File: src/rtl/alu_issue_stage_if.sv
// rtl/alu_issue_stage_if.sv - decode/issue handshake bundle between front end, issue stage and ALU
interface alu_issue_stage_if #(
    parameter int DATA_WIDTH    = 32,
    parameter int OPCODE_LENGTH = 4
);
    logic                     in_valid;
    logic                     in_ready;
    logic [31:0]              instr;
    logic [DATA_WIDTH-1:0]    pc;
    logic [DATA_WIDTH-1:0]    rs1_data;
    logic [DATA_WIDTH-1:0]    rs2_data;
    logic                     flush;
    logic                     out_valid;
    logic                     out_ready;
    logic [DATA_WIDTH-1:0]    SrcA;
    logic [DATA_WIDTH-1:0]    SrcB;
    logic [OPCODE_LENGTH-1:0] Operation;
    logic                     illegal;

    modport master (
        output in_valid, instr, pc, rs1_data, rs2_data, flush, out_ready,
        input  in_ready, out_valid, SrcA, SrcB, Operation, illegal
    );

    modport slave (
        input  in_valid, instr, pc, rs1_data, rs2_data, flush, out_ready,
        output in_ready, out_valid, SrcA, SrcB, Operation, illegal
    );
endinterface

File: src/rtl/alu_issue_stage.sv
// rtl/alu_issue_stage.sv - RV32I decode into ALU Operation/SrcA/SrcB behind a one-entry valid/ready register
module alu_issue_stage #(
    parameter int DATA_WIDTH    = 32,
    parameter int OPCODE_LENGTH = 4
) (
    input logic               clk,
    input logic               rst_n,
    alu_issue_stage_if.slave  bus
);
    typedef enum logic [3:0] {
        OP_AND = 4'b0000, OP_OR  = 4'b0001, OP_ADD = 4'b0010, OP_SUB = 4'b0011,
        OP_XOR = 4'b0100, OP_SLL = 4'b0101, OP_SRL = 4'b0110, OP_SRA = 4'b0111,
        OP_EQ  = 4'b1000, OP_NE  = 4'b1001, OP_LT  = 4'b1010, OP_GE  = 4'b1011,
        OP_JAL = 4'b1100, OP_ILLEGAL = 4'b1111
    } alu_op_e;

    localparam logic [6:0] OPC_R      = 7'b0110011;
    localparam logic [6:0] OPC_I      = 7'b0010011;
    localparam logic [6:0] OPC_BRANCH = 7'b1100011;
    localparam logic [6:0] OPC_LOAD   = 7'b0000011;
    localparam logic [6:0] OPC_STORE  = 7'b0100011;
    localparam logic [6:0] OPC_JAL    = 7'b1101111;
    localparam logic [6:0] OPC_LUI    = 7'b0110111;
    localparam logic [6:0] OPC_AUIPC  = 7'b0010111;

    logic [6:0]            opcode;
    logic [2:0]            funct3;
    logic [6:0]            funct7;
    logic [DATA_WIDTH-1:0] imm_i, imm_s, imm_j, imm_u, shamt_r, shamt_i;

    alu_op_e               dec_op;
    logic [DATA_WIDTH-1:0] dec_a, dec_b;
    logic                  dec_ill;

    logic                  out_valid_d, out_valid_q;
    logic                  illegal_d, illegal_q;
    alu_op_e               op_d, op_q;
    logic [DATA_WIDTH-1:0] src_a_d, src_a_q, src_b_d, src_b_q;
    logic                  capture;

    assign opcode  = bus.instr[6:0];
    assign funct3  = bus.instr[14:12];
    assign funct7  = bus.instr[31:25];
    assign imm_i   = DATA_WIDTH'(signed'(bus.instr[31:20]));
    assign imm_s   = DATA_WIDTH'(signed'({bus.instr[31:25], bus.instr[11:7]}));
    assign imm_j   = DATA_WIDTH'(signed'({bus.instr[31], bus.instr[19:12], bus.instr[20],
                                          bus.instr[30:21], 1'b0}));
    assign imm_u   = DATA_WIDTH'(signed'({bus.instr[31:12], 12'b0}));
    assign shamt_r = DATA_WIDTH'(bus.rs2_data[4:0]);
    assign shamt_i = DATA_WIDTH'(bus.instr[24:20]);

    always_comb begin
        dec_op  = OP_ADD;
        dec_a   = bus.rs1_data;
        dec_b   = bus.rs2_data;
        dec_ill = 1'b0;
        case (opcode)
            OPC_R: begin
                case ({funct7, funct3})
                    10'b0000000_000: dec_op = OP_ADD;
                    10'b0100000_000: dec_op = OP_SUB;
                    10'b0000000_111: dec_op = OP_AND;
                    10'b0000000_110: dec_op = OP_OR;
                    10'b0000000_100: dec_op = OP_XOR;
                    10'b0000000_010: dec_op = OP_LT;
                    10'b0000000_001: begin dec_op = OP_SLL; dec_b = shamt_r; end
                    10'b0000000_101: begin dec_op = OP_SRL; dec_b = shamt_r; end
                    10'b0100000_101: begin dec_op = OP_SRA; dec_b = shamt_r; end
                    default:         dec_ill = 1'b1;
                endcase
            end
            OPC_I: begin
                dec_b = imm_i;
                case (funct3)
                    3'b000: dec_op = OP_ADD;
                    3'b111: dec_op = OP_AND;
                    3'b110: dec_op = OP_OR;
                    3'b100: dec_op = OP_XOR;
                    3'b010: dec_op = OP_LT;
                    3'b001: begin dec_op = OP_SLL; dec_b = shamt_i; dec_ill = (funct7 != 7'b0000000); end
                    3'b101: begin
                        dec_b = shamt_i;
                        if (funct7 == 7'b0000000)      dec_op = OP_SRL;
                        else if (funct7 == 7'b0100000) dec_op = OP_SRA;
                        else                           dec_ill = 1'b1;
                    end
                    default: dec_ill = 1'b1;
                endcase
            end
            OPC_BRANCH: begin
                case (funct3)
                    3'b000:  dec_op = OP_EQ;
                    3'b001:  dec_op = OP_NE;
                    3'b100:  dec_op = OP_LT;
                    3'b101:  dec_op = OP_GE;
                    default: dec_ill = 1'b1;
                endcase
            end
            OPC_LOAD:  dec_b = imm_i;
            OPC_STORE: dec_b = imm_s;
            OPC_JAL:   begin dec_op = OP_JAL; dec_a = bus.pc; dec_b = imm_j; end
            OPC_LUI:   begin dec_a = '0; dec_b = imm_u; end
            OPC_AUIPC: begin dec_a = bus.pc; dec_b = imm_u; end
            default:   dec_ill = 1'b1;
        endcase
        if (dec_ill) begin
            dec_op = OP_ILLEGAL;
            dec_a  = '0;
            dec_b  = '0;
        end
    end

    assign bus.in_ready = !out_valid_q || bus.out_ready;
    assign capture      = bus.in_valid && bus.in_ready && !bus.flush;

    // Flush clears valid and illegal only; operand fields keep their last value.
    always_comb begin
        out_valid_d = out_valid_q;
        illegal_d   = illegal_q;
        op_d        = op_q;
        src_a_d     = src_a_q;
        src_b_d     = src_b_q;
        if (bus.flush) begin
            out_valid_d = 1'b0;
            illegal_d   = 1'b0;
        end else if (capture) begin
            out_valid_d = 1'b1;
            illegal_d   = dec_ill;
            op_d        = dec_op;
            src_a_d     = dec_a;
            src_b_d     = dec_b;
        end else if (bus.out_ready) begin
            out_valid_d = 1'b0;
        end
    end

    always_ff @(posedge clk) begin
        if (!rst_n) begin
            out_valid_q <= 1'b0;
            illegal_q   <= 1'b0;
            op_q        <= OP_AND;
            src_a_q     <= '0;
            src_b_q     <= '0;
        end else begin
            out_valid_q <= out_valid_d;
            illegal_q   <= illegal_d;
            op_q        <= op_d;
            src_a_q     <= src_a_d;
            src_b_q     <= src_b_d;
        end
    end

    assign bus.out_valid = out_valid_q;
    assign bus.illegal   = illegal_q;
    assign bus.Operation = OPCODE_LENGTH'(op_q);
    assign bus.SrcA      = src_a_q;
    assign bus.SrcB      = src_b_q;
endmodule

File: src/flat_wrapper.sv
// flat-port wrapper written by rule: the top's interface ports become plain ports
module alu_issue_stage_flat 
#(
    parameter int DATA_WIDTH    = 32,
    parameter int OPCODE_LENGTH = 4
)
  (clk, rst_n, bus_in_valid, bus_instr, bus_pc, bus_rs1_data, bus_rs2_data, bus_flush, bus_out_ready, bus_in_ready, bus_out_valid, bus_SrcA, bus_SrcB, bus_Operation, bus_illegal);
  alu_issue_stage_if #(.DATA_WIDTH(DATA_WIDTH), .OPCODE_LENGTH(OPCODE_LENGTH)) bus_i ();
  input logic clk;
  input logic rst_n;
  input wire logic [$bits(bus_i.in_valid)-1:0] bus_in_valid;
  input wire logic [$bits(bus_i.instr)-1:0] bus_instr;
  input wire logic [$bits(bus_i.pc)-1:0] bus_pc;
  input wire logic [$bits(bus_i.rs1_data)-1:0] bus_rs1_data;
  input wire logic [$bits(bus_i.rs2_data)-1:0] bus_rs2_data;
  input wire logic [$bits(bus_i.flush)-1:0] bus_flush;
  input wire logic [$bits(bus_i.out_ready)-1:0] bus_out_ready;
  output wire logic [$bits(bus_i.in_ready)-1:0] bus_in_ready;
  output wire logic [$bits(bus_i.out_valid)-1:0] bus_out_valid;
  output wire logic [$bits(bus_i.SrcA)-1:0] bus_SrcA;
  output wire logic [$bits(bus_i.SrcB)-1:0] bus_SrcB;
  output wire logic [$bits(bus_i.Operation)-1:0] bus_Operation;
  output wire logic [$bits(bus_i.illegal)-1:0] bus_illegal;
  assign bus_i.in_valid = bus_in_valid;
  assign bus_i.instr = bus_instr;
  assign bus_i.pc = bus_pc;
  assign bus_i.rs1_data = bus_rs1_data;
  assign bus_i.rs2_data = bus_rs2_data;
  assign bus_i.flush = bus_flush;
  assign bus_i.out_ready = bus_out_ready;
  assign bus_in_ready = bus_i.in_ready;
  assign bus_out_valid = bus_i.out_valid;
  assign bus_SrcA = bus_i.SrcA;
  assign bus_SrcB = bus_i.SrcB;
  assign bus_Operation = bus_i.Operation;
  assign bus_illegal = bus_i.illegal;
  alu_issue_stage #(.DATA_WIDTH(DATA_WIDTH), .OPCODE_LENGTH(OPCODE_LENGTH)) u_core (.clk(clk), .rst_n(rst_n), .bus(bus_i));
endmodule
File: config.mk
export PLATFORM = sky130hd
export DESIGN_NAME = alu_issue_stage_flat
export DESIGN_NICKNAME = d
export VERILOG_FILES = /design/src/rtl/alu_issue_stage_if.sv /design/src/rtl/alu_issue_stage.sv /design/src/flat_wrapper.sv
export SDC_FILE = /design/constraint.sdc
export NUM_CORES = 1
export LEC_CHECK = 0
export ABC_AREA = 1
export CORE_UTILIZATION = 40
export CTS_BUF_LIST = sky130_fd_sc_hd__clkbuf_8
export DETAILED_ROUTE_END_ITERATION = 10
export GPL_ROUTABILITY_DRIVEN = 0
export PLACE_DENSITY = 0.91
export SETUP_SLACK_MARGIN = 0.2
export SYNTH_ARGS = -nofsm -noshare
export SYNTH_HDL_FRONTEND = slang
export SYNTH_SLANG_ARGS = --single-unit
export TNS_END_PERCENT = 5
File: constraint.sdc
create_clock -name clk -period 1.35 [get_ports clk]
set_input_delay 0.135 -clock clk [delete_from_list [all_inputs] [get_ports clk]]
set_output_delay 0.135 -clock clk [all_outputs]
set_load 0.02 [all_outputs]
# Yosys cells after proc, flatten, opt, wreduce, memory -nomap -nowiden
# Index checks and enable logic that the tools add are counted.
[totals]
input_bits = 133
wordCells = 71
output_inout_bits = 71
register_bits = 70
[classes]
mux = 21
bitwise_logic = 2
n_reduce_logical = 20
n_eq_ne = 23
[op_table]
columns = ["op", "count"]
rows = [
  ["32-bit one-hot mux with 6 select lines", 1],
  ["32-bit 2-to-1 mux", 4],
  ["32-bit one-hot mux with 2 select lines", 1],
  ["10-bit by 3-bit == test with 1-bit output (second input constant)", 4],
  ["4-bit one-hot mux with 4 select lines", 2],
  ["4-bit one-hot mux with 8 select lines", 1],
  ["7-bit by 6-bit == test with 1-bit output (second input constant)", 4],
  ["4-bit one-hot mux with 6 select lines", 1],
  ["10-bit by 9-bit == test with 1-bit output (second input constant)", 2],
  ["7-bit by 5-bit == test with 1-bit output (second input constant)", 2],
  ["7-bit == test (second input constant)", 2],
  ["3-bit == test (second input constant)", 4],
  ["10-bit by 1-bit == test with 1-bit output (second input constant)", 1],
  ["10-bit by 2-bit == test with 1-bit output (second input constant)", 1],
  ["10-bit logical NOT", 1],
  ["5-bit OR reduction", 2],
  ["9-bit OR reduction", 1],
  ["4-bit 2-to-1 mux", 2],
  ["2-bit OR reduction", 4],
  ["7-bit by 2-bit == test with 1-bit output (second input constant)", 1],
  ["7-bit logical NOT", 1],
  ["7-bit nonzero test", 1],
  ["1-bit 2-to-1 mux", 6],
  ["1-bit one-hot mux with 4 select lines", 1],
  ["13 further kinds", 16],
]

# Logic depth before layout (Yosys ltp)
[depth]
ltp_word = 6
ltp_mapped = 12
ltp_nobuf = 12

# Least setup slack after synthesis
# OpenSTA, ideal clock, no wires.
[synth_timing]
kind = "register -> register"
startpoint = "register u_core.out_valid_q (netlist: u_core.bus.out_valid)"
endpoint = "register u_core.src_b_q[21] (netlist: u_core.bus.SrcB[21])"
t_arrival_ns = 1.552
setup_ns = 0.071
required_ns = 1.279
slack_ns = -0.274
synth_period_minus_slack_ns = 1.624
path_buffers = 2
stages_incl_launch_ff = 7
path_cell_list = "dfxtp_1 > nand2_1 > nand3_1 > clkbuf_1 > clkbuf_1 > nand2_1 > a21oi_2"
[synth_between]
elab_chain_len = 5
[synth_rtl]
columns = ["item", "line_no", "rtl"]
rows = [
  ["from (decl)", "alu_issue_stage.sv:35", "logic out_valid_d, out_valid_q;"],
  ["from (signal assigned)", "alu_issue_stage.sv:145", "out_valid_q <= out_valid_d;"],
  ["1-bit logical NOT", "alu_issue_stage.sv:113", "assign bus.in_ready = !out_valid_q || bus.out_ready;"],
  ["1-bit logical OR", "alu_issue_stage.sv:113", ""],
  ["named net bus_in_ready", "flat_wrapper.sv:18", "output wire logic [$bits(bus_i.in_ready)-1:0] bus_in_ready;"],
  ["1-bit logical AND (2 in series)", "alu_issue_stage.sv:114", "assign capture = bus.in_valid && bus.in_ready && !bus.flush;"],
  ["2-bit AND reduction (no source line)", "n/a", ""],
  ["to (signal assigned)", "alu_issue_stage.sv:149", "src_b_q <= src_b_d;"],
  ["to (decl)", "alu_issue_stage.sv:38", "logic [DATA_WIDTH-1:0] src_a_d, src_a_q, src_b_d, src_b_q;"],
]
# The timed path passes the listed nets, and every way through them passes these cells.
# A chain may end at the register's enable or synchronous reset.

# Worst setup path in the final report
[layout_timing]
startpoint = "input port bus_instr[31]"
endpoint = "register u_core.src_a_q[7] (netlist: u_core.bus.SrcA[7])"
[layout_between]
elab_chain_len = 6
word_cells_on_any_way = 19
cone_classes = "eq/ne (9); mux (6); reduce/logical (4)"
[layout_rtl]
columns = ["item", "line_no", "rtl"]
rows = [
  ["from (decl)", "flat_wrapper.sv:12", "input wire logic [$bits(bus_i.instr)-1:0] bus_instr;"],
  ["7-bit by 6-bit == test with 1-bit output", "alu_issue_stage.sv:84", "else if (funct7 == 7'b0100000) dec_op = OP_SRA;"],
  ["1-bit 2-to-1 mux", "alu_issue_stage.sv:84", ""],
  ["1-bit 2-to-1 mux", "alu_issue_stage.sv:83", "if (funct7 == 7'b0000000) dec_op = OP_SRL;"],
  ["1-bit one-hot mux with 3 select lines", "alu_issue_stage.sv:74", "case (funct3)"],
  ["1-bit one-hot mux with 4 select lines *", "alu_issue_stage.sv:57", "case (opcode)"],
  ["32-bit 2-to-1 mux *", "alu_issue_stage.sv:106", "if (dec_ill) begin"],
  ["to (signal assigned)", "alu_issue_stage.sv:148", "src_a_q <= src_a_d;"],
  ["to (decl)", "alu_issue_stage.sv:38", ""],
]
# Mark *: on every way between the ends. The rest lies on a longest branch, timed or not.

==> flow_summary.ini <==
[power_and_ir_drop]
ir_drop_v = 0.0004346
powerDensity_mw_per_mm2 = 616.0
fin_total_pwr_uw = 5209
switching_share_pct = 27.96
leakagePower_uw = 0.003539
p_sw_uw = 1456
pwr-share-clk_pct = 36.4
power.internal_uw = 3753
comb_power_share_pct = 23.3
power.share.sequential_pct = 40.3

[global_route]
grt_busiest_layer = met2
antenna_found_initial = 0
overflow = 0
grt_pass1_vias = 6059
use_met2_pct = 50.85
grt_usage_pct = 29.66
grt_max_degree = 33
grt_pass1_wl_um = 29210
grt_util_met3_pct = 5.653
met1_usage_pct = 34.51

[route]
drtAntennaViolNets = 0
vias = 6169
viasPerCell = 5.421
routed_wl_um = 20040
wl_per_cell_um = 17.61
drc = 0
drtPass1Iterations = 8
drtIter0Drc = 528

[critical_path]
arrival_ps = 1800
cp_slowest_cell = clkdlybuf4s15_1
required_ps = 1630
ff2ff_setup_slack_ps = -120
timing.rr.end = u_core.bus.SrcA[7]
path_class = in -> reg
worst-path-max-fanout = 8
endpoint_kind = flip-flop
max_stage_delay_ps = 250
worst_setup_path_start_kind = primary input
ff2ff_path_depth = 10
reg2reg_from = u_core.bus.out_valid
crit_chain = clkdlybuf4s15_1 -> nor2_4 -> nand2_1 -> o21ai_2 -> nand2_2 -> nand2_2 -> nand3_4 -> clkinv_8 -> buf_8 -> buf_12 -> nand3_2 -> a21oi_2
path_common_cell = nand2_2

[layout]
nets = 1124
drive_above_1_share_pct = 41.31
areaGrowthSynthToFinish_pct = 79.83
stdcell_count = 1138
antennaDiodeCount = 0
final_util_pct = 74.05
layout_commonest_cell = nand2_1
final_cell_mix = nand2_1, clkdlybuf4s50_1, buf_4

[hold_path]
min_to = u_core.bus.SrcB[6]
min_from = bus_instr[26]
hp-class = in -> reg
hold_depth = 6

[cts]
cts_root_buf = clkbuf_8
cts_tree = done
cts_buffer_depth = 2
cts.sinks = 70
clk_pin_slew_ps = 80
ctsHoldBuffers = 0
numCtsBuffers = 9
h-tree-depth = 3
clk_latency_ps = 360

[synth]
ys_seq_area_share_pct = 29.80
synth_cell_types = 28
synthesis.nets = 825
ys_ff_latch = 70
yosysWarnings = 0
syn_avg_cell_area_um2 = 6.795
syn_area_mm2 = 0.004702
synthCells = 692

[placement]
placedCellCount = 1083
port_buffers = 203
place_hpwl_um = 12730
pre_cts_ws_ps = -764.7

[sta]
drv_slew = 0
worst_slew_pin_slew_ps = 318.7
timing.final.crit_share_pct = 112.8
hold_slack_ps = 278.7
finalCriticalPeriod_ps = 1522
maxSlewHeadroom_pct = 78.75
hold_viol_final = 0
grt_setup_unrepaired = true
fin_ws_ps = -172.3
fmax_mhz = 656.9
skew_ps = 16.84
setup-violations-final = 65

[floorplan]
ios = 204
num_rows = 39
dieArea_mm2 = 0.01219
dieWidth_um = 110.4
core_area_mm2 = 0.01142
start_util_pct = 41.18
die_h_um = 110.4

[outcome]
outcome = finished with violations
violations = negative setup slack

[run]
drv_cap = 0
-- cells in the mapped netlist --
master    instances  area share (%)
nor2_2            2            0.27
o21ai_0          10             1.1
a21oi_1          44             4.7
buf_4             2            0.32
nand3_1          69             7.3
buf_2            11             1.2
nor3_2            2            0.43
nor2b_1           1            0.13
inv_2            11            0.88
inv_1            26             2.1
o211ai_1          1            0.16
clkbuf_1         18             1.4
nor2_1           56             4.5
dfxtp_1          70              30
nor3_1            4            0.43
nand3_2          65              14
a21oi_2          30             5.6
nand3_4           1            0.37
o21a_1            2            0.32
clkinv_8          1            0.35
buf_12            5             2.1
nand2_1         245              20
nand2_2           3            0.40
buf_6             5             1.2
nor2_4            3            0.72
a211oi_1          1            0.16
nand4_1           3            0.40
buf_8             1            0.32
-- flip-flops by register name, indices dropped and copies added, names as in the netlist --
| register | count |
|---|---|
| u_core.bus.SrcA | 32 |
| u_core.bus.SrcB | 32 |
| u_core.bus.Operation | 4 |
| u_core.bus.illegal | 1 |
| u_core.bus.out_valid | 1 |
-- metrics by stage --
step / instance area [um2] / TNS, ps
after floorplan: 4790 / -841.7
after global placement: 7483 / -43830
after detailed placement: 7483 / -48120
after CTS: 8195 / -942.3
after global routing: 8456 / -7775
final: 8456 / -5643
-- logic make-up (layout without fill, tap and decap cells) --
kind of cell           Yosys count  after routing  share of synthesized area (%)
AOI/OAI and AO/OA               88             88                          11.97
and+or+nand+nor                454            455                          48.35
buffers and inverters           80            382                          9.872
DFF                             70             70                          29.80
-- layer usage --
metal	vias to the layer above	part of all wire (%)
li1	2861	-
met4	0	4.6
met2	368	48
met1	2851	39
met3	89	7.8
met5	-	0
-- worst max-delay path, delay by kind of cell --
kind                   cells  cell delay (ps)
AO/OA/AOI/OAI              2              330
buffers and inverters      4              640
AND/OR/NAND/NOR            6              690
-- worst max path at each step --
stage | from | end | slack [ps] | depth (start not counted)
global route | bus_instr[13] | u_core.bus.SrcA[7] | -180 | 13
finish | bus_instr[31] | u_core.bus.SrcA[7] | -170 | 12
detailed placement | bus_instr[28] | u_core.bus.Operation[3] | -760 | 12
CTS | u_core.bus.out_valid | u_core.bus.SrcB[27] | -60 | 10
global placement | bus_instr[28] | u_core.bus.Operation[3] | -680 | 12
floorplan | bus_instr[14] | u_core.bus.SrcA[14] | -30 | 12
-- area by class of cell --
cell class | count | area, um2
clock buffer | 9 | 123.9
tap | 143 | 178.9
clock inverter | 6 | 86.33
inverter | 38 | 165.2
sequential | 70 | 1403
multi-input combinational | 543 | 3216
timing repair buffer | 329 | 3283
fill | 819 | 2963
-- power by group through the flow --
| stage | Clock, uW | Sequential, uW | Combinational (uW) |
|---|---|---|---|
| floorplan | 0 | 2170 | 383 |
| global placement | 0 | 2150 | 1070 |
| detailed placement | 0 | 2150 | 1080 |
| CTS | 1910 | 2100 | 1130 |
| global route | 2000 | 2100 | 1280 |
| finish | 1900 | 2100 | 1210 |
-- what timing repair did --
item / 4_1_cts / 5_1_grt
gates cloned: 2 / 5
setup buffers: 24 / 9
setup endpoints to repair: 140 / 92
pin swaps: 17 / 22
gates resized for setup: 273 / 86
(Power assumes the default switching activity.)
